File: src/rtl/gcd.sv
// 4-bit unsigned GCD by repeated subtraction.
// The datapath holds x, y and result registers; a three-state controller drives their loads and selects.
module gcd (
  input  logic       clk,
  input  logic       clr,
  input  logic       go,
  input  logic [3:0] xin,
  input  logic [3:0] yin,
  output logic [3:0] gcd_out
);

  localparam int unsigned W = 4;

  typedef enum logic [1:0] {
    IDLE = 2'd0,
    CALC = 2'd1,
    DONE = 2'd2
  } state_t;

  // Power-up values match the reset values, so a run without clr starts clean.
  state_t         r_state  = IDLE;
  logic [W-1:0]   r_x      = '0;
  logic [W-1:0]   r_y      = '0;
  logic [W-1:0]   r_result = '0;

  // Comparator and larger-minus-smaller subtractor.
  logic           w_eq;
  logic           w_lt;
  logic           w_x_zero;
  logic           w_y_zero;
  logic [W-1:0]   w_diff;

  assign w_eq     = (r_x == r_y);
  assign w_lt     = (r_x < r_y);
  assign w_x_zero = (r_x == W'(0));
  assign w_y_zero = (r_y == W'(0));
  assign w_diff   = w_lt ? W'(r_y - r_x) : W'(r_x - r_y);

  // Controller decode: register loads and result select.
  logic           w_ld_in;
  logic           w_calc;
  logic           w_finish;
  logic           w_res_sel_y;
  logic           w_ld_x_sub;
  logic           w_ld_y_sub;

  always_comb begin
    w_ld_in     = 1'b0;
    w_calc      = 1'b0;
    w_finish    = 1'b0;
    w_res_sel_y = 1'b0;
    w_ld_x_sub  = 1'b0;
    w_ld_y_sub  = 1'b0;
    if (r_state == IDLE) begin
      w_ld_in = go;
    end
    if (r_state == CALC) begin
      w_calc      = 1'b1;
      w_finish    = w_eq || w_x_zero || w_y_zero;
      w_res_sel_y = !w_eq && w_x_zero;
      w_ld_y_sub  = !w_finish && w_lt;
      w_ld_x_sub  = !w_finish && !w_lt;
    end
  end

  // Controller state register.
  always_ff @(posedge clk) begin
    if (clr) begin
      r_state <= IDLE;
    end else begin
      case (r_state)
        IDLE:    if (go) r_state <= CALC;
        CALC:    if (w_finish) r_state <= DONE;
        DONE:    if (!go) r_state <= IDLE;
        default: r_state <= IDLE;
      endcase
    end
  end

  // Datapath registers.
  always_ff @(posedge clk) begin
    if (clr) begin
      r_x      <= '0;
      r_y      <= '0;
      r_result <= '0;
    end else begin
      if (w_ld_in) begin
        r_x <= xin;
        r_y <= yin;
      end else if (w_calc) begin
        if (w_ld_x_sub) r_x <= w_diff;
        if (w_ld_y_sub) r_y <= w_diff;
      end
      if (w_finish) begin
        r_result <= w_res_sel_y ? r_y : r_x;
      end
    end
  end

  assign gcd_out = r_result;

endmodule

File: config.mk
export PLATFORM = sky130hd
export DESIGN_NAME = gcd
export DESIGN_NICKNAME = d
export VERILOG_FILES = /design/src/rtl/gcd.sv
export SDC_FILE = /design/constraint.sdc
export NUM_CORES = 1
export LEC_CHECK = 0
export CAP_MARGIN = 20
export CORE_ASPECT_RATIO = 1.5
export CORE_UTILIZATION = 40
export DETAILED_ROUTE_END_ITERATION = 6
export GPL_TIMING_DRIVEN = 0
export PLACE_DENSITY = 0.61
export SYNTH_ARGS = -nofsm -noshare
export SYNTH_HDL_FRONTEND = slang
export SYNTH_SLANG_ARGS = --single-unit
export TNS_END_PERCENT = 5
File: constraint.sdc
create_clock -name clk -period 5.37 [get_ports clk]
set_input_delay 0.8055 -clock clk [delete_from_list [all_inputs] [get_ports clk]]
set_output_delay 0.8055 -clock clk [all_outputs]
set_load 0.02 [all_outputs]
# [Word level (Yosys, flattened, before mapping)]
# Index checks and enable logic that the tools add are counted.
[classes] add_sub_neg=2 order_cmp=1 eq_ne=6 mux=18 reduce_logical=17
[ops] cell="4-bit two-way mux" count=8
[ops] cell="4-bit zero test" count=2
[ops] cell="4-bit subtractor" count=2
[ops] cell="1-bit two-way mux" count=6
[ops] cell="2-bit two-way mux" count=3
[ops] cell="2-bit != test, second input constant" count=3
[ops] cell="2-bit one-hot mux with 3 select lines" count=1
[ops] cell="2-bit nonzero test" count=3
[ops] cell="4-bit equality test" count=1
[ops] cell="4-bit less-than comparator" count=1
[ops] cell="2-bit AND reduction" count=2
[ops] cell="1-bit logical AND" count=3
[ops] cell="1-bit zero test" count=3
[ops] cell="3-bit AND reduction" count=1
[ops] cell="2-bit by 1-bit equality test with 1-bit output, second input constant" count=1
[ops] cell="2-bit equality test, second input constant" count=1
[ops] cell="2-bit zero test" count=1
[ops] cell="1-bit logical OR" count=2
[totals] ff_bits=14 in_bits=11 output_inout_bits=4 wordCells=48

# [Depth between registers and ports, before layout]
[logic_depth] ltp_word=9 ltp_mapped=8 mapped_depth_nobuf=7

# [Worst setup path after synthesis]
# OpenSTA, ideal clock, no wires.
[synth_timing] kind="register to register" start="register r_x[0]" end="register r_y[3]" setup_ps=137 arrival_time_ps=1920 t_required_ps=5233 slack_ps=3313 path_stages_with_launch=8 path_buffers=0 period_less_slack_ps=2057 path_cell_list="dfxtp_1 -> inv_1 -> ha_1 -> fa_1 -> o21ai_4 -> mux2i_1 -> mux2i_1 -> a211oi_1"
[synth_via] elab_chain_cells=8 elab_cells_between_ends=16 classes_between="add/sub: 2; order compare: 1; eq/ne: 1; mux: 5; reduce/logical: 7"
[synth_rtl] element="start: declaration" line_no="22" rtl="logic [W-1:0] r_x = '0;"
[synth_rtl] element="start signal: assignment" line_no="88" rtl="r_x <= xin;"
[synth_rtl] element="start signal: assignment" line_no="91" rtl="if (w_ld_x_sub) r_x <= w_diff;"
[synth_rtl] element="parallel branches: the longest is 8 deep, another holds 4-bit subtractor"
[synth_rtl] element="end signal: assignment" line_no="89" rtl="r_y <= yin;"
[synth_rtl] element="end signal: assignment" line_no="92" rtl="if (w_ld_y_sub) r_y <= w_diff;"
[synth_rtl] element="end: declaration" line_no="23" rtl="logic [W-1:0] r_y = '0;"
# Parallel ways; which one is timed is not known. The select of a mux whose other input is x is not followed.
# A chain may end at the register's enable or synchronous reset.

# [Final worst setup path]
[layout_timing] start="input go" end="register r_y[3]"
[layout_via] elab_chain_cells=3 elab_cells_between_ends=5 classes_between="mux: 2; reduce/logical: 3"
[layout_rtl] element="start: declaration" line_no="6" rtl="input logic go,"
[layout_rtl] element="1-bit two-way mux (*)" line_no="54" rtl="if (r_state == IDLE) begin"
[layout_rtl] element="2-bit nonzero test (no source line)"
[layout_rtl] element="2-bit AND reduction (no source line)"
# Every way passes the cells marked *; elsewhere a longest branch is shown, timed or not.

==> results.cfg <==
[run_status]
status = complete, no violations

[route]
ant_nets = 0
drc = 0
drt_iter0_drc = 15
routedWlPerCell_um = 15.4
firstDrtPassIters = 4
vias_per_cell = 5.93
num_vias = 878
routed_wl_um = 2280

[timing]
finalCritPeriodShare_pct = 45.6
clock_skew_ps = 4.82
drv_slew = 0
holdWs_ps = 493
hold_viol_final = 0
setup_violations = 0
rsz0062_at_grt = no
fin_ws_ps = 2920
tightest_slew_ps = 1020
fin_tns_setup_ps = 0
max_freq_mhz = 408
period_minus_slack_ps = 2450
maxSlewHeadroom_pct = 31.7

[power_and_ir_drop]
p_leak_uw = 0.000470
p_total_uw = 361
ir_drop_uv = 164
p_per_area_nw_per_um2 = 304

[yosys]
syn_inst = 108
synth_nets = 128
ys_warn_count = 0
synth_seq_area_share_pct = 28.2
synth_seq_cells = 14
syn_area_um2 = 993
syn_avg_cell_area_um2 = 9.20
synth_cell_types = 40

[layout]
multi_input_area_um2 = 653
seq_area_um2 = 280
n_antenna_cell = 0
area_growth_pct = 19.3
fin_nets = 147
layout_common_cells = 14 x dfxtp_1, 14 x clkdlybuf4s50_1, 10 x inv_1
stdcell_count = 148
n_fill_cell = 226
drive_gt1_share_pct = 12.8

[worst_setup_path]
required_ps = 5510
cp_slowest_cell = nor3b_1
crit_fanout = 8
cp.arrival_ps = 2600
critPathBufInv = 1
worstSetupStartpointType = primary input
worstSetupPathType = primary input to register
cp-end-kind = register
crit_path_max_incr_delay_ps = 830
cp_top_family = simple AND/OR/NAND/NOR gates
critical_path.cell_chain = clkdlybuf4s50_1 > nor3b_1 > nor2_1 > mux2i_1 > a211oi_1

[clock_tree]
post_cts_buffers = 0
cts_hold_buf = 0
cts_buffers = 3
clock_sinks = 14
cts_resized = 0
clock_path_buffers = 2
worstSkewPairLatency_ps = 270
cts_tree = built
path_clk_slew_ps = 80
root_buffer = clkbuf_4
cts_max_level = 1

[floorplanning]
die-area_um2 = 2690
start_util_pct = 43.5
dieHeight_um = 63.0
rows = 21
coreArea_um2 = 2290
io_pins = 15
die_x_um = 42.7

[placement]
portBuffers = 14
dpl.hpwl_um = 1850
pre_cts_ws_ps = 2660
routabilityCongestion = 0.817
post-place-cells = 145

[worst_hold_path]
hold_class = register to register

[grt]
grt_pass1_vias = 873
grt_max_degree = 11
overflow = 0
antenna_found_initial = 0
grt_usage_pct = 18.3
grt_first_pass_wirelength_um = 3880

[flow_run]
max_cap_violations = 0
-- cell usage after synthesis --
library cell | instances | area (µm²)
nor4_2 | 1 | 12.5
nand3_1 | 4 | 20.0
clkbuf_1 | 2 | 7.51
dfxtp_1 | 14 | 280
o21ai_0 | 7 | 35.0
o2111ai_1 | 1 | 8.76
nand2_1 | 3 | 11.3
nor3b_1 | 1 | 7.51
a21oi_1 | 6 | 30.0
a221oi_2 | 1 | 15.0
and2_1 | 1 | 6.26
nor2_1 | 8 | 30.0
buf_8 | 1 | 15.0
and3_1 | 1 | 6.26
nand4bb_2 | 1 | 16.3
nor2_2 | 1 | 6.26
nor4_4 | 1 | 21.3
mux2i_1 | 7 | 70.1
o22ai_1 | 1 | 6.26
nand2b_1 | 1 | 6.26
and3b_1 | 1 | 8.76
nand4_1 | 1 | 6.26
nand4_2 | 1 | 12.5
or3b_2 | 1 | 8.76
nand2b_4 | 1 | 13.8
nand3b_1 | 1 | 7.51
o21ai_4 | 1 | 16.3
o311ai_1 | 2 | 17.5
a211oi_1 | 5 | 37.5
inv_1 | 10 | 37.5
nor2b_1 | 1 | 6.26
a21oi_2 | 1 | 8.76
o31a_1 | 1 | 8.76
o31ai_2 | 1 | 12.5
ha_1 | 7 | 87.6
o21ai_2 | 1 | 8.76
o31ai_1 | 2 | 15.0
a21boi_0 | 1 | 7.51
fa_1 | 2 | 40.0
nor3_1 | 4 | 20.0
-- worst paths after layout --
check                            end  slack [ps]  cells past startpoint                    start
min reg2reg  gcd_out[2]$_SDFFE_PP0P_         490                      2  gcd_out[2]$_SDFFE_PP0P_
max reg2reg      r_y[3]$_SDFFE_PP0P_        2940                      7      r_x[0]$_SDFFE_PP0P_
min          gcd_out[2]$_SDFFE_PP0P_         490                      2  gcd_out[2]$_SDFFE_PP0P_
max              r_y[3]$_SDFFE_PP0P_        2920                      5                       go
-- worst min-delay path: cells and delay by family, from the launching register on --
| kind | cells | cell delay (ps) |
|---|---|---|
| DFF | 1 | 320 |
| and+or+nand+nor | 2 | 130 |
-- flip-flops by register name, indices dropped and copies added (netlist names) --
register,cells
r_y,4
r_x,4
gcd_out,4
r_state,2
-- through the flow --
step           util [%]  instance area [µm²]
2_1_floorplan         -                  993
3_3_place_gp       50.8                 1160
3_5_place_dp       50.8                 1160
4_1_cts            51.8                 1180
5_1_grt            51.8                 1180
6_report           51.8                 1180
-- routing by layer --
layer	vias to the layer above	global-route usage [%]	share of wire, %
li1	432	-	-
met1	437	21.8	44
met2	7	32.8	54
met3	2	1.73	1.3
met4	0	6.64	0.66
met5	-	0	0
-- power breakdown --
part | switching, µW | internal, µW | leakage, µW
Clock | 32.6 | 26.0 | 0.0000138
Combinational | 93.3 | 74.4 | 0.000341
Sequential | 17.2 | 117 | 0.000115
-- final cells by class --
cell class	instances	area share [%]
buffer	3	1.90
clock buffer	3	1.90
inverter	10	3.17
timing repair buffer	14	11.8
sequential	14	23.7
tap	23	2.43
multi-input combinational	81	55.1
-- cell families after synthesis --
| kind of cell | synth area share (%) |
|---|---|
| adders and majority gates | 12.8 |
| and+or+nand+nor | 22.9 |
| buffers and inverters | 6.05 |
| AOI/OAI and AO/OA | 22.9 |
| DFF | 28.2 |
| muxes | 7.05 |
No activity file was read; power rests on OpenSTA's default activity.
==> variant (config.mk and constraints unchanged) <==
The 3 states of `state_t` get a one-hot encoding in 3 bits.
--- a/src/rtl/gcd.sv
+++ b/src/rtl/gcd.sv
@@ -11,10 +11,10 @@
 
   localparam int unsigned W = 4;
 
-  typedef enum logic [1:0] {
-    IDLE = 2'd0,
-    CALC = 2'd1,
-    DONE = 2'd2
+  typedef enum logic [2:0] {
+    IDLE = 3'b001,
+    CALC = 3'b010,
+    DONE = 3'b100
   } state_t;
 
   // Power-up values match the reset values, so a run without clr starts clean.
Check against the original RTL: no difference found for any inputs over 10 cycles, from zero or initial values; not proved beyond that.
==> variant against the original RTL <==
- final area increased by 1.5%
- critical endpoint is now r_x[0]
- first-iteration DRC count decreased by 40%
- critical path depth increased by 3
- wire length about the same
- core utilization increased by 0.17 points
- final cell count increased by 8.1%
- synthesized area increased by 1.4%
- non-clock buffer count increased by 3
- setup slack improved by 32 ps
- sequential cell count increased by 1
Power is not compared: it rests on default switching activity, and its combinational part moved more than twofold at a synthesized area within 25%.
==> variant: results (changes against the original RTL) <==
* Outcome: finished, final reports clean (unchanged)
* R2R depth at 8 (was 7)
* R2R Path Start: r_x[0] (unchanged)
* Area contributors post-synth: dfxtp_1, ha_1, a21oi_1 (was dfxtp_1, ha_1, mux2i_1)
* Final net count at 158 (was 147)
* Vias at 918 (was 878)
* CTS Buffer Depth at 2 (unchanged)
* Filler instances at 232 (was 226)
* Gp weighted congestion at 0.836 (was 0.817)
* First-pass GRT wire length at 4100 um (was 3880 um)
* CP max-delay cell: a21boi_0 (was nor3b_1)
* Root buf cell: clkbuf_4 (unchanged)
* Top cells by count, synth: dfxtp_1, a21oi_1, nor2_1 (was dfxtp_1, inv_1, nor2_1)
* Hold-critical path endpoint: gcd_out[3] (was gcd_out[2])
* Total Wirelength at 2280 um (about the same)
* Synth Flop Type: dfxtp_1 (unchanged)
* Synth warnings at 0 (unchanged)
* R2r setup slk at 2950 ps (was 2940 ps)
* Post-CTS sizing at 0 (unchanged)
* Register area share after synthesis at 0.298 (was 0.282)
* Worst Hold Launch: gcd_out[3] (was gcd_out[2])
* Post-CTS setup buffer count at 0 (unchanged)
* Delay-heaviest family, CP: compound AO/OA/AOI/OAI gates (was simple AND/OR/NAND/NOR gates)
* Largest net degree at the start of global routing at 11 (unchanged)
* Clk slew on worst S/H paths at 90 ps
* # diodes at 0 (unchanged)
* Syn Nets at 139 (was 128)
* Setup Skew at 3.01 ps (was 4.82 ps)
* Worst Path Max Fanout at 5 (was 8)
* Crit path arrival time at 2630 ps (was 2600 ps)
* Initial DRC Count at 9 (was 15)
* Antenna violations before repair at 0 (unchanged)
* Via count of the first global-routing pass at 904 (was 873)
* Worst slack at placement at 2860 ps (was 2660 ps)
* Hold_ws at 502 ps (was 493 ps)
* Layout cell share with drive strength beyond 1 at 0.0803 (was 0.128)
* Total GRT Usage at 0.195 (was 0.183)
* DP HPWL at 1790 um (was 1850 um)
* Skew-Pair Late Insertion Delay at roughly 280 ps
* Worst hold path class: reg -> reg (unchanged)
* Least-Margin Pin Slew at 594 ps (was 1020 ps)
* Crit end category: flop (unchanged)
* Setup TNS at 0 ps (unchanged)
* R2r endpoint: r_x[0] (was r_y[3])
* Min-Delay Path Depth at 2 (unchanged)
* CP startpoint kind: flop (was input pin)
* Slowest Stage Delay on Critical Path at 540 ps (was 830 ps)
* Post-synth ARST share at 0 (unchanged)
* Yosys cell types at 38 (was 40)
* FMAX at 414 MHz (was 408 MHz)
* 1st-pass router iterations at 4 (unchanged)
* H-tree levels at 1 (unchanged)
* PortBufs at 14 (unchanged)
* Peak VDD IR at 0.0989 mV
* Static Leak at approximately 0.43 nW
* CTS Buf Count at 3 (unchanged)
[variant: cell count changes after synthesis, sizes merged, moves of 4 or more]
| cell | unedited run | this run |
|---|---|---|
| a21oi | 7 | 13 |
| mux2i | 7 | 1 |
| nand2 | 3 | 9 |
| o21ai | 9 | 4 |
| o211ai | 0 | 4 |
[variant: worst min-delay path: stages (launching register included)]
cell and delay, ps:
dfxtp_1 320, nor2_1 90, a211oi_1 50
[variant: cell type report]
| class | count | area share |
|---|---|---|
| Inverter | 8 | 0.0250 |
| Multi-Input combinational cell | 90 | 0.532 |
| Timing Repair Buffer | 14 | 0.117 |
| Tap cell | 23 | 0.0239 |
| Sequential cell | 15 | 0.250 |
| Buffer | 6 | 0.0312 |
| Clock buffer | 4 | 0.0219 |
[variant: metrics by stage]
stage	power [mW]	area (um^2)	instances
3_3_place_gp	0.209	1180	156
6_report	0.271	1200	160
5_1_grt	0.292	1200	160
3_5_place_dp	0.210	1180	156
4_1_cts	0.275	1200	160
2_1_floorplan	0.185	1010	119
[variant: logic make-up after synthesis]
| kind of cell | synth area share |
|---|---|
| multiplexers | 0.0211 |
| XOR/XNOR | 0.0174 |
| buffers and inverters | 0.0671 |
| AO/OA/AOI/OAI | 0.265 |
| adder cells (fa/ha/maj) | 0.127 |
| flip-flops | 0.298 |
| AND/OR/NAND/NOR | 0.205 |
[variant: layer usage]
metal  global-route usage  part of all wire  up-vias
met1                0.242              0.44      427
met5                    0                 0        -
met2                0.318              0.52       15
li1                     -                 -      472
met3               0.0201             0.021        4
met4                0.110             0.021        0
[variant: where the power goes]
part           switching (mW)  leakage (nW)  internal, mW
combinational          0.0435         0.295        0.0376
sequential            0.00866         0.123         0.118
clock                  0.0348        0.0150        0.0288
total                  0.0869         0.433         0.184
